$ cat config.mk
export PLATFORM = sky130hd
export DESIGN_NAME = uart_rx
export DESIGN_NICKNAME = d
export VERILOG_FILES = /design/src/rtl/uart_rx_pkg.sv /design/src/rtl/uart_rx_baud_cnt.sv /design/src/rtl/uart_rx.sv
export SDC_FILE = /design/constraint.sdc
export NUM_CORES = 1
export LEC_CHECK = 0
export CAP_MARGIN = 20
export CORE_UTILIZATION = 40
export DETAILED_ROUTE_END_ITERATION = 7
export PLACE_DENSITY = 0.55
export SLEW_MARGIN = 20
export SYNTH_ARGS = -nofsm -noshare
export SYNTH_HDL_FRONTEND = slang
export SYNTH_SLANG_ARGS = --single-unit
$ cat constraint.sdc
create_clock -name clk -period 2.95 [get_ports clk]
set_input_delay 0.885 -clock clk [delete_from_list [all_inputs] [get_ports clk]]
set_output_delay 0.885 -clock clk [all_outputs]
set_load 0.005 [all_outputs]
$ cat src/rtl/uart_rx_pkg.sv
// Shared UART definitions used by both the transmit and receive paths.
// Word type, receiver state encoding and default bit period.
package Definitions_Package;

    localparam int UART_BAUD_DIV = 5208;
    localparam int UART_WORD_LEN = 8;

    typedef logic [UART_WORD_LEN-1:0] word_lenght_t;

    typedef enum logic [2:0] {
        IDLE,
        START,
        DATA,
        PARITY,
        STOP
    } uart_rx_state_t;

endpackage

$ cat src/rtl/uart_rx_baud_cnt.sv
// Bit-period timer for the UART receiver.
// Fires tick at half or full bit period, then wraps to 0.
module uart_rx_baud_cnt
    import Definitions_Package::*;
#(
    parameter int BAUD_DIV = UART_BAUD_DIV
) (
    input  logic clk,
    input  logic rst,
    input  logic en,
    input  logic clr,
    input  logic half,
    output logic tick
);

    localparam int CW = $clog2(BAUD_DIV);
    localparam logic [CW-1:0] FULL_T = CW'(BAUD_DIV - 1);
    localparam logic [CW-1:0] HALF_T = CW'(BAUD_DIV / 2 - 1);

    logic [CW-1:0] cnt;

    assign tick = en && !clr && (cnt == (half ? HALF_T : FULL_T));

    // Count cycles within the current bit; held at 0 when idle.
    always_ff @(posedge clk or negedge rst) begin
        if (!rst) begin
            cnt <= '0;
        end else if (clr || !en || tick) begin
            cnt <= '0;
        end else begin
            cnt <= cnt + 1'b1;
        end
    end

endmodule

$ cat src/rtl/uart_rx.sv
// UART receiver: synchronizer, start validation, mid-bit sampling,
// and a valid/clear handshake with parity, frame and overrun flags.
module uart_rx
    import Definitions_Package::*;
#(
    parameter int BAUD_DIV  = UART_BAUD_DIV,
    parameter bit PARITY_EN = 1'b0
) (
    input  logic         clk,
    input  logic         rst,
    input  logic         RX,
    input  logic         RX_clr,
    output word_lenght_t Data_Received,
    output logic         RX_valid,
    output logic         Parity_err,
    output logic         Frame_err,
    output logic         Overrun
);

    localparam int W = UART_WORD_LEN;
    localparam logic [2:0] LAST_BIT = 3'(W - 1);

    uart_rx_state_t state;
    uart_rx_state_t state_n;

    logic         rx_meta;
    logic         rx_s;
    logic [1:0]   sync_vld;
    logic         armed;
    logic         tick;
    logic [2:0]   bit_cnt;
    word_lenght_t shreg;
    logic         par_err;
    logic         cmt;
    logic         cmt_ferr;
    logic         shift_en;
    logic         par_smp;
    logic         stop_smp;

    uart_rx_baud_cnt #(
        .BAUD_DIV(BAUD_DIV)
    ) u_baud (
        .clk (clk),
        .rst (rst),
        .en  (state != IDLE),
        .clr (state == IDLE),
        .half(state == START),
        .tick(tick)
    );

    // Two-flop synchronizer; sync_vld marks when rx_s holds a real sample.
    always_ff @(posedge clk or negedge rst) begin
        if (!rst) begin
            rx_meta  <= 1'b1;
            rx_s     <= 1'b1;
            sync_vld <= 2'b00;
        end else begin
            rx_meta  <= RX;
            rx_s     <= rx_meta;
            sync_vld <= {sync_vld[0], 1'b1};
        end
    end

    // A start edge is accepted only after the line has been seen idle high.
    always_ff @(posedge clk or negedge rst) begin
        if (!rst) begin
            armed <= 1'b0;
        end else if (stop_smp && !rx_s) begin
            armed <= 1'b0;
        end else if (rx_s && sync_vld[1]) begin
            armed <= 1'b1;
        end
    end

    // State register.
    always_ff @(posedge clk or negedge rst) begin
        if (!rst) begin
            state <= IDLE;
        end else begin
            state <= state_n;
        end
    end

    // Next-state logic and per-bit sample strobes.
    always_comb begin
        state_n  = state;
        shift_en = 1'b0;
        par_smp  = 1'b0;
        stop_smp = 1'b0;
        unique case (state)
            IDLE: begin
                if (armed && !rx_s) state_n = START;
            end
            START: begin
                if (tick) state_n = rx_s ? IDLE : DATA;
            end
            DATA: begin
                shift_en = tick;
                if (tick && bit_cnt == LAST_BIT) begin
                    state_n = PARITY_EN ? PARITY : STOP;
                end
            end
            PARITY: begin
                par_smp = tick;
                if (tick) state_n = STOP;
            end
            STOP: begin
                stop_smp = tick;
                if (tick) state_n = IDLE;
            end
            default: state_n = IDLE;
        endcase
    end

    // Frame assembly: shift data LSB first, check parity, flag commit.
    always_ff @(posedge clk or negedge rst) begin
        if (!rst) begin
            bit_cnt  <= '0;
            shreg    <= '0;
            par_err  <= 1'b0;
            cmt      <= 1'b0;
            cmt_ferr <= 1'b0;
        end else begin
            cmt <= stop_smp;
            if (stop_smp) cmt_ferr <= !rx_s;
            if (state == START) begin
                bit_cnt <= '0;
                par_err <= 1'b0;
            end
            if (shift_en) begin
                shreg   <= {rx_s, shreg[W-1:1]};
                bit_cnt <= bit_cnt + 1'b1;
            end
            if (par_smp) par_err <= (^shreg) ^ rx_s;
        end
    end

    // Consumer-facing word and flags; a commit outranks a same-cycle clear.
    always_ff @(posedge clk or negedge rst) begin
        if (!rst) begin
            Data_Received <= '0;
            RX_valid      <= 1'b0;
            Parity_err    <= 1'b0;
            Frame_err     <= 1'b0;
            Overrun       <= 1'b0;
        end else if (cmt) begin
            if (!RX_valid || RX_clr) begin
                Data_Received <= shreg;
                Parity_err    <= par_err;
                Frame_err     <= cmt_ferr;
                RX_valid      <= 1'b1;
                if (RX_clr) Overrun <= 1'b0;
            end else begin
                Overrun <= 1'b1;
            end
        end else if (RX_clr) begin
            RX_valid   <= 1'b0;
            Overrun    <= 1'b0;
            Parity_err <= 1'b0;
            Frame_err  <= 1'b0;
        end
    end

endmodule

==> results of run 1 <==
worst max-delay path, stage by stage (launching register included):
cell and delay (ns):
dfrtp_1 0.52, or3b_1 0.58, nor4_4 0.32, o211ai_2 0.18, or3_4 0.53, mux2_4 0.33
layer usage:
layer / vias to the layer above / wire length, microns / track usage [%] / share of wire (%)
met5: - / 0 / 0 / 0
met4: 0 / 68 / 6.92 / 1.8
met3: 6 / 145 / 4.19 / 3.8
met2: 30 / 1740 / 23.0 / 45
met1: 671 / 1910 / 20.5 / 49
li1: 676 / - / - / -
through the flow:
step | utilization (%) | std cells
2_1_floorplan | - | 186
3_3_place_gp | 46.4 | 267
3_5_place_dp | 46.4 | 267
4_1_cts | 48.7 | 275
5_1_grt | 48.7 | 275
6_report | 48.7 | 275
registers in the layout (all words and copies together) (netlist names), 2 cells and up:
name	count
Data_Received	8
bit_cnt	3
shreg	8
state	3
sync_vld	2
u_baud.cnt	13
Yosys cell counts, types with 4 or more instances:
cell,number,area share [%]
nand3_1,6,1.4
nand2_1,13,2.2
dfrtp_1,45,51
inv_1,6,1.0
xnor2_1,10,4.0
mux2_4,7,4.8
mux2i_1,7,3.2
mux2_2,9,4.6
xor2_1,7,2.8
nand2b_1,6,1.7
o21ai_0,4,0.91
nor2_1,23,3.9
placed cells by master, fill, tap and decap left out, drive strengths merged, types with 7 or more instances in the layout:
master and n:
nand2 13, mux2i 7, mux2 16, dfrtp 45, xor2 7, clkdlybuf4s50 14
xnor2 10, inv 7, nor2 23
area by class of cell:
| class | count | area [sq um] | share of cell area (%) |
|---|---|---|---|
| sequential | 47 | 1180 | 46.5 |
| clock buffer | 6 | 82.6 | 3.26 |
| inverter | 6 | 22.5 | 0.888 |
| clock inverter | 2 | 38.8 | 1.53 |
| timing repair buffer | 18 | 168 | 6.61 |
| multi-input combinational | 126 | 957 | 37.8 |
| tap | 70 | 87.6 | 3.46 |
cell families after synthesis:
kind of cell	count (synthesis)	synth area share [%]
buffers and inverters	13	3.40
flip-flops	47	53.3
other	1	0.170
adder cells (fa/ha/maj)	3	1.70
AND/OR/NAND/NOR	66	16.4
XOR/XNOR	18	7.75
multiplexers	23	12.5
AO/OA/AOI/OAI	15	4.81
power breakdown:
| part | leakage, nW | switching, mW | internal (mW) | total (mW) |
|---|---|---|---|---|
| registers | 0.629 | 0.0615 | 0.683 | 0.744 |
| logic | 0.470 | 0.0867 | 0.0656 | 0.152 |
| clock network | 0.0618 | 0.216 | 0.279 | 0.495 |
worst paths after layout:
check                       startpoint            end  slack (ns)  cells after the start
max                           state[0]       shreg[5]        0.38                      5
min                        sync_vld[0]    sync_vld[1]        0.35                      0
max reg2reg                   state[0]       shreg[5]        0.38                      5
max in group asynchronous          rst  u_baud.cnt[6]        1.63                      2
min in group asynchronous          rst  u_baud.cnt[9]        0.71                      1
min reg2reg                sync_vld[0]    sync_vld[1]        0.35                      0
==> impl_metrics.json, run 1 <==
{
  "status": "finished, final reports clean",
  "ys_types": 38,
  "dp_slack_ns": 0.400,
  "grt_first_pass_wirelength_microns": 6840,
  "first_iter_violations": 97,
  "gr-total-overflow": 0,
  "placed_cell_area_sq_um": 2410,
  "wirelength_microns": 3870,
  "grt_pass1_vias": 1413,
  "arrival_ns": 2.76,
  "cts_buffers": 5,
  "dp_hpwl_microns": 2700,
  "setup_ws_ns": 0.380,
  "boundaryPins": 16,
  "initial_core_util_pct": 42.5,
  "syn_inst": 186,
  "synth_area_sq_um": 2210,
  "grt_use_total_pct": 15.3,
  "whs_ns": 0.353,
  "hold_viol": 0,
  "rsz0062_at_grt": "false",
  "cts_hold_buf": 0,
  "fin_area_sq_um": 2530,
  "ys_async_sr_fraction_pct": 100,
  "grt_max_degree": 42,
  "synth-edff-count": 0,
  "fp.coreArea_sq_um": 5200,
  "fin_skew_ns": 0.00526,
  "clock.fmax_ghz": 0.389,
  "row_count": 26,
  "period_share_pct": 87.1,
  "gp_congestion": 0.778,
  "finalSetupViolCount": 0,
  "peakVddDrop_mv": 0.199,
  "die_y_microns": 76.3,
  "insertion_delay_ns": 0.30,
  "io_buffer_count": 15,
  "nNetsFinal": 211,
  "power_density_nw_per_um2": 549,
  "clockRootBuffer": "clkbuf_8",
  "min_period_ns": 2.57,
  "n_antenna_cell": 0,
  "cts_tree": "done",
  "h-tree-depth": 2,
  "fin_tns_setup_ns": 0,
  "fillCellCount": 474,
  "syn_avg_cell_area_sq_um": 11.9,
  "vias": 1383,
  "critPathLaunchType": "flop",
  "maxSlewHeadroom_pct": 39.3,
  "ys.flop_type": "dfrtp_1",
  "area_growth_pct": 14.7,
  "die_area_sq_um": 5830,
  "ys_ff_latch": 47,
  "total_power_mw": 1.39,
  "seq_area_frac_synth_pct": 53.3,
  "drive_gt1_share_pct": 17.1,
  "hold_class": "flop to flop",
  "crit_fanout": 11,
  "wl_per_cell_microns": 14.1,
  "synthesis.nets": 193,
  "crit_required_ns": 3.14,
  "antenna_found_initial": 0,
  "drtPass1Iterations": 5,
  "yosysWarnings": 0,
  "avgViaCountPerCell": 5.03,
  "worstMarginPinSlew_ns": 0.910,
  "crit_path_end_kind": "flop",
  "post_cts_buffers": 0,
  "drv_slew": 0,
  "crit_type": "flop to flop",
  "cts_num_sinks": 47,
  "post_cts_resize_count": 0,
  "clock_path_buffers": 2,
  "ant_nets": 0,
  "drv_cap": 0,
  "die_w_microns": 76.3,
  "drcViolationCount": 0,
  "cts.reportedPaths.clkPinSlew_ns": 0.09,
  "p_leak_nw": 1.16
}
Note: power is estimated with default switching activity, not from simulation.
==> inputs of run 2 (changes only) <==
- CORE_MARGIN: unset -> 2
- TNS_END_PERCENT: unset -> 50
==> run 2 against run 1 <==
Final cell count unchanged. Sequential power hardly changed. Worst hold slack better by 0.0097 ns. Largest power group unchanged. Via count is 0.36% higher.
==> impl_metrics.json, run 2 (synthesized netlist as in run 1, its figures left out) <==
{
  "rsz0062_at_grt": "false",
  "grt_pass1_vias": 1349,
  "hold_depth": 0,
  "dp_hpwl_microns": 2790,
  "boundaryPins": 16,
  "dpl.cell_count": 267,
  "gr-total-overflow": 0,
  "fillCellCount": 532,
  "r2r_cells": 5,
  "vias": 1388,
  "area_growth_pct": 14.1,
  "die_area_sq_um": 6140,
  "avgViaCountPerCell": 5.05,
  "grt_use_total_pct": 14.2,
  "wl_per_cell_microns": 13.8,
  "r2r_start": "state[0]",
  "row_count": 27,
  "fin_tns_setup_ns": 0,
  "cp-startpoint": "state[0]",
  "crit_type": "flop to flop",
  "maxSlewHeadroom_pct": 34.0,
  "first_iter_violations": 81,
  "hp-start": "rx_meta",
  "grt_first_pass_wirelength_microns": 6730,
  "status": "finished, final reports clean",
  "drv_cap": 0,
  "ant_nets": 0,
  "hold_class": "flop to flop",
  "h-tree-depth": 2,
  "drcViolationCount": 0,
  "power_density_nw_per_um2": 541,
  "crit_required_ns": 3.14,
  "largest_reg_flops": 13,
  "period_share_pct": 87.5,
  "io_buffer_count": 15,
  "critPathLaunchType": "flop",
  "post_cts_resize_count": 0,
  "final_cells": 275,
  "crit_path_end_kind": "flop",
  "finalSetupViolCount": 0,
  "n_antenna_cell": 0,
  "p_leak_nw": 1.15,
  "peakVddDrop_mv": 0.264,
  "placed_cell_area_sq_um": 2410,
  "clock_path_buffers": 2,
  "crit_fanout": 11,
  "cts_num_sinks": 47,
  "arrival_ns": 2.77,
  "gp_congestion": 0.772,
  "die_y_microns": 78.3,
  "clock.fmax_ghz": 0.388,
  "largestRegisters": "u_baud.cnt: 13 flops, Data_Received: 8 flops, shreg: 8 flops",
  "multi_input_area_sq_um": 962,
  "worstMarginPinSlew_ns": 0.984,
  "layout_common_cells": "45 x dfrtp_1, 23 x nor2_1, 14 x clkdlybuf4s50_1, 13 x nand2_1, 10 x xnor2_1",
  "fp.coreArea_sq_um": 5410,
  "grt_max_degree": 34,
  "min_period_ns": 2.58,
  "drive_gt1_share_pct": 16.7,
  "clockRootBuffer": "clkbuf_8",
  "cts_tree": "done",
  "regArea_sq_um": 1180,
  "fin_skew_ns": 0.00328,
  "die_w_microns": 78.3,
  "final_common_cell": "dfrtp_1",
  "cts_hold_buf": 0,
  "initial_core_util_pct": 40.9,
  "cts_buffers": 5,
  "cts.reportedPaths.clkPinSlew_ns": 0.09,
  "drv_slew": 0,
  "post_cts_buffers": 0,
  "nNetsFinal": 209,
  "hold_viol": 0,
  "wirelength_microns": 3790,
  "drtPass1Iterations": 4,
  "regMostFlops": "u_baud.cnt",
  "insertion_delay_ns": 0.30,
  "antenna_found_initial": 0,
  "fin_area_sq_um": 2520
}
-- run 2: changes by cell type in the layout (fill, tap and decap cells not counted) --
| cell | before | now |
|---|---|---|
| clkinv_4 | 0 | 1 |
| o31ai_1 | 3 | 2 |
| o31ai_2 | 0 | 1 |
| buf_4 | 3 | 1 |
| clkbuf_8 | 6 | 5 |
-- run 2: final cells by class --
cell class                      count  share of cell area, %
Clock buffer                        5                   2.73
Clock inverter                      3                   1.88
Inverter                            6                  0.893
Multi-Input combinational cell    126                   38.1
Sequential cell                    47                   46.7
Tap cell                           72                   3.57
Timing Repair Buffer               16                   6.05
-- run 2: path summary, 6_finish.rpt --
path / to / slack [ns]
min: rx_s / 0.36
max: shreg[4] / 0.37
max reg2reg: shreg[4] / 0.37
min in group asynchronous: Overrun / 0.47
max in group asynchronous: rx_s / 1.73
min reg2reg: rx_s / 0.36
-- run 2: per-stage QoR --
| stage | worst slack, ns | util (%) | total power [mW] | hold WS (ns) |
|---|---|---|---|---|
| after floorplan | 0.579 | - | 0.861 | 0.331 |
| after global placement | 0.463 | 44.5 | 0.896 | 0.345 |
| after detailed placement | 0.383 | 44.5 | 0.903 | 0.349 |
| after CTS | 0.360 | 46.7 | 1.39 | 0.364 |
| after global routing | 0.238 | 46.7 | 1.45 | 0.371 |
| final | 0.370 | 46.7 | 1.36 | 0.363 |
-- run 2: power breakdown --
| group | leakage, nW | switching [mW] | internal [mW] | total [mW] |
|---|---|---|---|---|
| Clock | 0.0587 | 0.219 | 0.257 | 0.476 |
| Sequential | 0.629 | 0.0602 | 0.683 | 0.743 |
| Combinational | 0.464 | 0.0843 | 0.0616 | 0.146 |
| Total | 1.15 | 0.364 | 1.00 | 1.36 |
-- run 2: worst max-delay path: stages, from the launching register on --
cell and delay [ns]:
dfrtp_1 0.53, or3b_1 0.58, nor4_4 0.32, o211ai_2 0.18
or3_4 0.53, mux2_4 0.33
-- run 2: routing by layer --
metal	track usage [%]	share of wire (%)	up-vias
met3	3.91	5.1	7
met5	0	0	-
li1	-	-	669
met4	5.26	1.9	0
met2	21.8	47	30
met1	19.2	46	682
==> inputs of run 3 (changes only) <==
- CORE_UTILIZATION: 40 -> 57
- PLACE_DENSITY: 0.55 -> 0.78
==> run 3 against run 2 <==
Fmax rose by 2.0%. Die area fell by 28%. Register-to-register slack better by 0.05 ns. Setup slack improved by 0.049 ns. Clock skew up 0.0043 ns. Clock power is 27% lower. Global-route usage increased by 5.0 points. Critical endpoint is now shreg[7].
==> impl_metrics.json, run 3 (synthesized netlist as in run 1, its figures left out) <==
{
  "clock_path_buffers": 2,
  "finalSetupViolCount": 0,
  "gp_congestion": 0.782,
  "arrival_ns": 2.72,
  "power_density_nw_per_um2": 505,
  "largest_reg_flops": 13,
  "min_period_ns": 2.53,
  "hold_viol": 0,
  "drv_cap": 0,
  "drcViolationCount": 0,
  "drive_gt1_share_pct": 14.9,
  "drtPass1Iterations": 4,
  "crit_required_ns": 3.14,
  "die_w_microns": 66.3,
  "cts_buffers": 5,
  "drv_slew": 0,
  "avgViaCountPerCell": 5.54,
  "cts_num_sinks": 47,
  "rsz0062_at_grt": "false",
  "cp-startpoint": "state[0]",
  "die_y_microns": 66.3,
  "wl_per_cell_microns": 14.7,
  "first_iter_violations": 71,
  "final_cells": 249,
  "r2r_cells": 5,
  "grt_max_degree": 48,
  "grt_use_total_pct": 19.2,
  "io_buffer_count": 15,
  "row_count": 22,
  "fp.coreArea_sq_um": 3690,
  "wirelength_microns": 3650,
  "rrSetupSlack_ns": 0.42,
  "fin_util_pct": 66.3,
  "worstMarginPinSlew_ns": 0.570,
  "crit_type": "flop to flop",
  "clockRootBuffer": "clkbuf_8",
  "boundaryPins": 16,
  "post_cts_buffers": 0,
  "gr-total-overflow": 0,
  "antenna_found_initial": 0,
  "regMostFlops": "u_baud.cnt",
  "nNetsFinal": 209,
  "n_antenna_cell": 0,
  "dpl.cell_count": 243,
  "die_area_sq_um": 4390,
  "cts_hold_buf": 0,
  "period_share_pct": 85.8,
  "initial_core_util_pct": 59.9,
  "grt_first_pass_wirelength_microns": 6220,
  "r2r_start": "state[0]",
  "cts_tree": "done",
  "maxSlewHeadroom_pct": 62.0,
  "hold_class": "flop to flop",
  "dp_hpwl_microns": 2610,
  "layout_common_cells": "45 x dfrtp_1, 23 x nor2_1, 14 x clkdlybuf4s50_1, 13 x nand2_1, 10 x xnor2_1",
  "crit_path_end_kind": "flop",
  "grt_pass1_vias": 1411,
  "status": "finished, final reports clean",
  "peakVddDrop_mv": 0.439,
  "cts.reportedPaths.clkPinSlew_ns": 0.08,
  "fin_skew_ns": 0.00762,
  "insertion_delay_ns": 0.29,
  "endpoint": "shreg[7]",
  "h-tree-depth": 2,
  "area_growth_pct": 10.6,
  "post_cts_resize_count": 0,
  "vias": 1380,
  "ant_nets": 0,
  "rr_endpoint": "shreg[7]",
  "fin_tns_setup_ns": 0,
  "clock.fmax_ghz": 0.395,
  "fillCellCount": 295,
  "p_leak_nw": 1.13,
  "crit_fanout": 11,
  "largestRegisters": "u_baud.cnt: 13 flops, Data_Received: 8 flops, shreg: 8 flops",
  "critPathLaunchType": "flop",
  "final_common_cell": "dfrtp_1"
}
-- run 3: cell count changes in the layout (fill, tap and decap cells not counted), sizes merged --
cell / previous run / this run
bufinv: 1 / 0
clkbuf: 5 / 6
clkinv: 1 / 0
inv: 7 / 6
-- run 3: cell type report --
cell class	count	area (sq um)	share of cell area, %
flip-flops and latches	47	1180	48.2
multi-input cells	126	957	39.1
well taps	48	60.1	2.46
inverters	6	22.5	0.921
repair buffers	16	155	6.34
clock buffers	6	72.6	2.97
-- run 3: through the flow --
stage / worst slack (ns) / total power [mW] / area (sq um) / hold slack [ns]
final: 0.420 / 1.23 / 2450 / 0.354
after global routing: 0.342 / 1.30 / 2450 / 0.366
after CTS: 0.422 / 1.24 / 2440 / 0.357
after detailed placement: 0.439 / 0.900 / 2370 / 0.341
after global placement: 0.506 / 0.890 / 2370 / 0.335
after floorplan: 0.579 / 0.861 / 2210 / 0.331
-- run 3: routing by layer --
layer / vias to the layer above / global-route usage [%] / wire length [microns] / part of all wire, %
met5: - / 0 / 0 / 0
met4: 0 / 7.65 / 61 / 1.7
met3: 7 / 4.09 / 106 / 2.9
met2: 23 / 34.6 / 1930 / 53
met1: 684 / 21.9 / 1550 / 43
li1: 666 / - / - / -
-- run 3: worst min path at each step --
stage                start  cells after the start     endpoint  slack, ns
2_1_floorplan  sync_vld[0]                      0  sync_vld[1]       0.33
3_3_place_gp   sync_vld[0]                      0  sync_vld[1]       0.33
3_5_place_dp   sync_vld[0]                      0  sync_vld[1]       0.34
4_1_cts        sync_vld[0]                      0  sync_vld[1]       0.36
5_1_grt            rx_meta                      0         rx_s       0.37
6_report       sync_vld[0]                      0  sync_vld[1]       0.35
-- run 3: report_power, final --
part / switching [mW] / total (mW) / internal (mW)
combinational: 0.0816 / 0.145 / 0.0631
sequential: 0.0588 / 0.742 / 0.683
clock: 0.190 / 0.348 / 0.158
total: 0.330 / 1.23 / 0.904
-- run 3: worst max-delay path, stage by stage (launching register included) --
cell and delay (ns):
dfrtp_1 0.51, or3b_1 0.57, nor4_4 0.32, o211ai_2 0.18
or3_4 0.52, mux2_4 0.33
